==> config.mk <==
export PLATFORM = sky130hd
export DESIGN_NAME = sensor_reg_init
export DESIGN_NICKNAME = d
export VERILOG_FILES = /design/src/rtl/sensor_init_pkg.sv /design/src/rtl/sensor_reg_init_timer.sv /design/src/rtl/sensor_reg_init.sv
export SDC_FILE = /design/constraint.sdc
export NUM_CORES = 1
export LEC_CHECK = 0
export CORE_MARGIN = 3
export CORE_UTILIZATION = 41
export DETAILED_ROUTE_END_ITERATION = 8
export PLACE_DENSITY = 0.7
export SETUP_SLACK_MARGIN = 0.4
export SKIP_CTS_REPAIR_TIMING = 1
export SKIP_LAST_GASP = 1
export SLEW_MARGIN = 20
export SYNTH_ARGS = -nofsm -noshare
export SYNTH_HDL_FRONTEND = slang
export SYNTH_SLANG_ARGS = --single-unit
==> constraint.sdc <==
create_clock -name Clk -period 3.67 [get_ports Clk]
set_input_delay 0.734 -clock Clk [delete_from_list [all_inputs] [get_ports Clk]]
set_output_delay 0.734 -clock Clk [all_outputs]
set_load 0.05 [all_outputs]
==> src/rtl/sensor_init_pkg.sv <==
// Shared definitions for the table-driven camera sensor initialiser:
// opcodes, controller states and ROM entry field helpers.
package sensor_init_pkg;

    localparam logic [1:0] OP_WRITE        = 2'b00;
    localparam logic [1:0] OP_WRITE_VERIFY = 2'b01;
    localparam logic [1:0] OP_DELAY        = 2'b10;
    localparam logic [1:0] OP_END          = 2'b11;

    typedef enum logic [3:0] {
        PWR_DN,
        RST_HOLD,
        SETTLE,
        FETCH,
        DECODE,
        WR,
        WAIT_W,
        RD,
        WAIT_R,
        RETRY,
        NEXT,
        DLY,
        DONE,
        ERROR
    } state_e;

    // Entry layout is {op[1:0], addr[aw-1:0], data[dw-1:0]}, zero-extended to 64 bits.
    function automatic logic [1:0] ent_op(input logic [63:0] e, input int aw, input int dw);
        return e[aw+dw +: 2];
    endfunction

    function automatic logic [31:0] ent_addr(input logic [63:0] e, input int aw, input int dw);
        logic [63:0] m;
        m = (64'd1 << aw) - 64'd1;
        return 32'((e >> dw) & m);
    endfunction

    function automatic logic [31:0] ent_data(input logic [63:0] e, input int dw);
        logic [63:0] m;
        m = (64'd1 << dw) - 64'd1;
        return 32'(e & m);
    endfunction

    function automatic int max_i(input int a, input int b);
        return (a > b) ? a : b;
    endfunction

endpackage

==> src/rtl/sensor_reg_init_timer.sv <==
// Loadable down-counter shared by power sequencing and DELAY entries.
// done_o is high whenever the count has reached zero.
module init_timer #(
    parameter int W    = 8,
    parameter int INIT = 0
) (
    input  logic         clk_i,
    input  logic         rst_ni,
    input  logic         load_i,
    input  logic [W-1:0] val_i,
    output logic         done_o
);

    logic [W-1:0] cnt_q, cnt_d;

    // Load overrides counting; the counter parks at zero.
    always_comb begin
        cnt_d = cnt_q;
        if (load_i) begin
            cnt_d = val_i;
        end else if (cnt_q != '0) begin
            cnt_d = cnt_q - 1'b1;
        end
    end

    // Count register; reset preloads the power-down hold time.
    always_ff @(posedge clk_i or negedge rst_ni) begin
        if (!rst_ni) begin
            cnt_q <= W'(INIT);
        end else begin
            cnt_q <= cnt_d;
        end
    end

    assign done_o = (cnt_q == '0);

endmodule

==> src/rtl/sensor_reg_init.sv <==
// Camera sensor initialiser: power/reset pin sequencing, then walks an
// external ROM of opcode-tagged entries through the i2c_control handshake.
module sensor_reg_init
    import sensor_init_pkg::*;
#(
    parameter int ADDR_W     = 16,
    parameter int DATA_W     = 8,
    parameter int TBL_AW     = 8,
    parameter int ENTRY_W    = 2 + ADDR_W + DATA_W,
    parameter int PWDN_CYC   = 50_000,
    parameter int RST_CYC    = 50_000,
    parameter int SETTLE_CYC = 1_000_000,
    parameter int MS_CYC     = 50_000,
    parameter int MAX_RETRY  = 3
) (
    input  logic               Clk,
    input  logic               Rst_n,
    input  logic               start,
    output logic [TBL_AW-1:0]  tbl_addr,
    input  logic [ENTRY_W-1:0] tbl_q,
    output logic               wrreg_req,
    output logic               rdreg_req,
    output logic [15:0]        reg_addr,
    output logic [DATA_W-1:0]  wrdata,
    input  logic [DATA_W-1:0]  rddata,
    input  logic               rw_done,
    input  logic               ack,
    output logic               camera_pwdn,
    output logic               camera_rst_n,
    output logic               init_done,
    output logic               init_err,
    output logic [TBL_AW-1:0]  err_index
);

    localparam int DLY_MAX = ((1 << DATA_W) - 1) * MS_CYC;
    localparam int CYC_MAX = max_i(max_i(PWDN_CYC, RST_CYC), max_i(SETTLE_CYC, DLY_MAX));
    localparam int TMR_W   = $clog2(CYC_MAX + 1);
    localparam int RTY_W   = (MAX_RETRY > 0) ? $clog2(MAX_RETRY + 1) : 1;

    state_e              state_q, state_d;
    logic [TBL_AW-1:0]   idx_q, idx_d;
    logic [TBL_AW-1:0]   eidx_q, eidx_d;
    logic [RTY_W-1:0]    rty_q, rty_d;
    logic [1:0]          op_q, op_d;
    logic [15:0]         addr_q, addr_d;
    logic [DATA_W-1:0]   wd_q, wd_d;
    logic                wr_q, rd_q;
    logic                pwdn_q, rstn_q;
    logic                done_q, err_q;

    logic                tmr_load;
    logic [TMR_W-1:0]    tmr_val;
    logic                tmr_done;

    logic [1:0]          e_op;
    logic [15:0]         e_addr;
    logic [DATA_W-1:0]   e_data;
    logic [31:0]         dly_cyc;

    assign e_op    = ent_op(64'(tbl_q), ADDR_W, DATA_W);
    assign e_addr  = 16'(ent_addr(64'(tbl_q), ADDR_W, DATA_W));
    assign e_data  = DATA_W'(ent_data(64'(tbl_q), DATA_W));
    assign dly_cyc = 32'(e_data) * 32'(MS_CYC);

    init_timer #(
        .W    (TMR_W),
        .INIT (PWDN_CYC - 1)
    ) u_timer (
        .clk_i  (Clk),
        .rst_ni (Rst_n),
        .load_i (tmr_load),
        .val_i  (tmr_val),
        .done_o (tmr_done)
    );

    // Next-state and datapath updates for the sequencing FSM.
    always_comb begin
        state_d  = state_q;
        idx_d    = idx_q;
        eidx_d   = eidx_q;
        rty_d    = rty_q;
        op_d     = op_q;
        addr_d   = addr_q;
        wd_d     = wd_q;
        tmr_load = 1'b0;
        tmr_val  = '0;
        unique case (state_q)
            PWR_DN: begin
                if (tmr_done) begin
                    state_d  = RST_HOLD;
                    tmr_load = 1'b1;
                    tmr_val  = TMR_W'(RST_CYC - 1);
                end
            end
            RST_HOLD: begin
                if (tmr_done) begin
                    state_d  = SETTLE;
                    tmr_load = 1'b1;
                    tmr_val  = TMR_W'(SETTLE_CYC - 1);
                end
            end
            SETTLE: begin
                if (tmr_done) begin
                    state_d = FETCH;
                end
            end
            FETCH: begin
                state_d = DECODE;
            end
            DECODE: begin
                op_d   = e_op;
                addr_d = e_addr;
                wd_d   = e_data;
                case (e_op)
                    OP_WRITE,
                    OP_WRITE_VERIFY: state_d = WR;
                    OP_DELAY: begin
                        if (e_data == '0) begin
                            state_d = NEXT;
                        end else begin
                            state_d  = DLY;
                            tmr_load = 1'b1;
                            tmr_val  = TMR_W'(dly_cyc - 32'd1);
                        end
                    end
                    OP_END: state_d = DONE;
                endcase
            end
            WR: begin
                state_d = WAIT_W;
            end
            WAIT_W: begin
                if (rw_done) begin
                    if (ack) begin
                        state_d = RETRY;
                    end else if (op_q == OP_WRITE_VERIFY) begin
                        state_d = RD;
                    end else begin
                        state_d = NEXT;
                    end
                end
            end
            RD: begin
                state_d = WAIT_R;
            end
            WAIT_R: begin
                if (rw_done) begin
                    if (ack || (rddata != wd_q)) begin
                        state_d = RETRY;
                    end else begin
                        state_d = NEXT;
                    end
                end
            end
            RETRY: begin
                if (rty_q < RTY_W'(MAX_RETRY)) begin
                    rty_d   = rty_q + 1'b1;
                    state_d = WR;
                end else begin
                    eidx_d  = idx_q;
                    state_d = ERROR;
                end
            end
            NEXT: begin
                rty_d = '0;
                if (idx_q == {TBL_AW{1'b1}}) begin
                    state_d = DONE;
                end else begin
                    idx_d   = idx_q + 1'b1;
                    state_d = FETCH;
                end
            end
            DLY: begin
                if (tmr_done) begin
                    state_d = NEXT;
                end
            end
            DONE, ERROR: begin
                if (start) begin
                    idx_d   = '0;
                    rty_d   = '0;
                    state_d = FETCH;
                end
            end
            default: begin
                state_d = PWR_DN;
            end
        endcase
    end

    // FSM state and entry registers.
    always_ff @(posedge Clk or negedge Rst_n) begin
        if (!Rst_n) begin
            state_q <= PWR_DN;
            idx_q   <= '0;
            eidx_q  <= '0;
            rty_q   <= '0;
            op_q    <= OP_WRITE;
            addr_q  <= '0;
            wd_q    <= '0;
        end else begin
            state_q <= state_d;
            idx_q   <= idx_d;
            eidx_q  <= eidx_d;
            rty_q   <= rty_d;
            op_q    <= op_d;
            addr_q  <= addr_d;
            wd_q    <= wd_d;
        end
    end

    // Registered pins and request pulses, glitch-free toward the sensor.
    always_ff @(posedge Clk or negedge Rst_n) begin
        if (!Rst_n) begin
            pwdn_q <= 1'b1;
            rstn_q <= 1'b0;
            wr_q   <= 1'b0;
            rd_q   <= 1'b0;
            done_q <= 1'b0;
            err_q  <= 1'b0;
        end else begin
            pwdn_q <= (state_d == PWR_DN);
            rstn_q <= !((state_d == PWR_DN) || (state_d == RST_HOLD));
            wr_q   <= (state_q == WR);
            rd_q   <= (state_q == RD);
            done_q <= (state_d == DONE);
            err_q  <= (state_d == ERROR);
        end
    end

    assign tbl_addr     = idx_q;
    assign wrreg_req    = wr_q;
    assign rdreg_req    = rd_q;
    assign reg_addr     = addr_q;
    assign wrdata       = wd_q;
    assign camera_pwdn  = pwdn_q;
    assign camera_rst_n = rstn_q;
    assign init_done    = done_q;
    assign init_err     = err_q;
    assign err_index    = eidx_q;

endmodule

==> summary.md <==
| Metric | Value |
|---|---|
| FMAX | ~0.23 GHz |
| Final GP Congestion | ~0.9 |
| Via Count | 5,027 |
| Initial Utilization | between 40% and 50% |
| Flop pwr share | roughly a quarter |
| Clock transition at path regs | approximately 0.06 ns |
| FF-to-FF setup slack | about 0.64 ns |
| CTS tree | built |
| Hold_ws | about 0.48 ns |
| First-pass GRT wire length | between 20,000 and 25,000 microns |
| Worst setup path endpoint | u_timer.cnt_q[22] |
| Ant. Diodes | 0 |
| Die ar. | about 0.015 sq mm |
| Clock root buffer | clkbuf_16 |
| Area growth syn-to-layout | 42.7% |
| IO Port Bufs | between 80 and 90 |
| Sequential element share of the synthesized area | 34.4% |
| Avg WL per Cell | 15.8 microns |
| Startpoint types | input port |
| # setup viols final | 10 |
| Post-synth top area share | 29.8% |
| Clk pwr share | 25.7% |
| Antenna violations before repair | 0 |
| I/O pin count | 85 |
| Worst vdd ir | approximately 0.00027 V |
| RSZ-0062 raised after global routing | yes |
| Pint | between 2000 and 2500 uW |
| Comb pwr share | 50.1% |
| Failing checks | setup timing |
| Rows | 42 |
| Synth async-reset ratio | 100% |
| CTS H-Tree Depth | 3 |
| Total global-route track usage | roughly a fifth |
| Slew HR | 36.6% |
| Period utilisation layout | 116% |
| Max-slew violation count | 0 |
| Hold/Removal Path Class | flip-flop to flip-flop |
| Final Hold Fails | 0 |
| Die Y | approximately 120 microns |
| Synth Area per Inst | between 9 and 10 sq um |
| Layout Nets | 880 |
| Max_cap viols | 0 |
| Post-place setup slack | -1.41 ns |
| Share of post-route cells with drive strength above 1 | 28.2% |
| Longest Clk Path Bufs | 2 |
| Crit-path max FO | 4 |
| R2r endpoint | u_timer.cnt_q[8] |
| Outcome | finished with violations |
| DR vias/cell | 5.30 |
| Worst Setup End Kind | flip-flop |
| Crit path kind | input port to flip-flop |
| Multi-input gate area | around 0.0040 sq mm |
| Synthesis Warnings | 0 |
| Vias in the first global route | slightly above 5,000 |
| FF/Latch Area | 0.00196 sq mm |
| Worst Max-Slew Pin Slew | between 0.9 and 1 ns |
| Switching pwr | between 1000 and 1500 uW |
| Core area | about 0.013 sq mm |
| Crit path from | tbl_q[4] |
| Hold Startpoint | rty_q[1] |
| Clk sinks | between 70 and 80 |
| R2R depth | 7 |
| Remaining global-route overflow | 0 |
| Post-Route Utilization | between 60% and 70% |
| Antenna Nets Post-Route | 0 |
| WP data arrival | roughly 4.5 ns |
| First-pass DRT Iterations | 4 |
| EDFF count, synth | 0 |
| Sw frac | 34.5% |
| Dpl hpwl | between 10,000 and 15,000 microns |
| Commonest non-fill, non-tap cell in the layout | buf_4 |
| Largest net degree at the start of global routing | 79 |
| Post-synth cell types | 60 |
| Routed wire length | 15,000 microns |
| Synthesized flop and latch total | 78 |
| Post-Syn Area | 0.00571 sq mm |
| Post-route DRC | 0 |
| Syn Inst Count | roughly 600 |
| Largest area contributor in the netlist | dfrtp_1 |
| Crit path time final | between 4 and 5 ns |
| Starting DRC count in detailed routing | ~210 |
| Die Width | between 100 and 150 microns |
| Worst Path Required | approximately 3.9 ns |
| Top_reg_cell synth | dfrtp_1 |
| Fillers | about 1,100 |
| Final setup slack of the worst path | -0.604 ns |
| Syn nets | between 700 and 800 |
| Clock skew | approximately 0.0088 ns |
| Pleak | 0.00356 uW |
| FF-to-FF Start | u_timer.cnt_q[10] |
| Num CTS Buffers | 9 |
| Power per cell area | approximately 440 mW/mm^2 |
| Most frequent cells in the layout | buf_4 (94), clkdlybuf4s50_1 (75), dfrtp_1 (68) |
| Worst skew pair latency | roughly 0.34 ns |
| Top area cells in the synthesized netlist | dfrtp_1 (30%), ha_1 (13%), xnor2_1 (6.6%) |
[registers in the layout, summed over array words and instances, names as in the netlist, 2 cells and up]
| name | cells |
|---|---|
| u_timer.cnt_q | 24 |
| wrdata | 8 |
| state_q | 4 |
| op_q | 2 |
| tbl_addr | 8 |
| rty_q | 2 |
| err_index | 8 |
| reg_addr | 16 |
[cells in the mapped netlist (3+ instances only)]
cell type / n
a211oi_1: 6
a21o_1: 4
a21oi_1: 32
a221oi_1: 4
and3_1: 3
clkbuf_1: 13
dfrtp_1: 68
dfstp_2: 10
fa_1: 12
ha_1: 61
inv_1: 24
mux2_2: 33
nand2_1: 51
nand2b_1: 7
nand3_1: 13
nand4_1: 7
nor2_1: 62
nor2b_1: 4
nor3_1: 25
nor4_1: 12
o21a_1: 4
o21ai_0: 22
o22ai_1: 6
o31ai_1: 4
or3_1: 7
or4_1: 4
xnor2_1: 43
xor2_1: 16
[layer usage]
| metal | part of all wire (%) | routed length, microns | global-route usage [%] | up-vias |
|---|---|---|---|---|
| li1 | - | - | - | 2475 |
| met3 | 3.6 | 533 | 3.32 | 21 |
| met1 | 43 | 6430 | 24.0 | 2424 |
| met2 | 52 | 7710 | 34.6 | 107 |
| met4 | 1.9 | 286 | 4.93 | 0 |
| met5 | 0 | 0 | 0 | - |
[kinds of logic (layout without fill, tap and decap cells)]
family	count (synthesis)	after routing	share of synthesized area [%]
mux	35	35	6.89
flops	78	78	34.4
compound gates	102	102	11.4
buf+inv	42	217	2.94
xor+xnor	59	59	9.06
simple gates	209	209	17.7
fa+ha+maj	73	73	17.6
[power by group through the flow]
stage	combinational (uW)	sequential, uW	clock [uW]
6_report	1780	861	911
5_1_grt	1930	860	963
4_1_cts	1470	860	929
3_5_place_dp	1460	876	0
3_3_place_gp	1410	876	0
2_1_floorplan	865	876	0
[through the flow]
stage          area, sq um  instances  total power [uW]  setup TNS (ns)
4_1_cts               7800        938              3260           -9.45
3_3_place_gp          7490        922              2290          -13.56
6_report              8140        949              3550           -3.77
5_1_grt               8140        949              3750           -5.11
3_5_place_dp          7490        922              2330          -14.42
2_1_floorplan         5890        598              1740           -3.20
[area by class of cell]
class                           count  share of cell area, %
Multi-Input combinational cell    478                   49.4
Sequential cell                    78                   24.1
Timing Repair Buffer              177                   18.9
Clock buffer                       11                   2.98
Tap cell                          176                   2.70
Inverter                           24                   1.11
Clock inverter                      5                  0.784
[worst min path at each step]
stage,slack (ns),depth (start not counted),end
after detailed placement,0.47,2,rty_q[1]
after global placement,0.47,2,err_index[1]
after global routing,0.53,1,reg_addr[0]
after CTS,0.49,2,rty_q[1]
after floorplan,0.44,0,camera_rst_n
final,0.48,2,rty_q[1]
[worst max-delay path, stage by stage]
cell and delay (ns):
buf_8 0.11, ha_4 0.25, ha_4 0.26, inv_2 0.03
fa_1 0.47, inv_1 0.05, fa_1 0.52, ha_4 0.23
a21o_1 0.20, a221oi_4 0.33, nor2_2 0.10, a2111oi_4 0.41
o2111ai_2 0.23, nor4_2 0.32, xnor2_1 0.15, o22ai_1 0.09
Power figures use the tool's default switching activity.
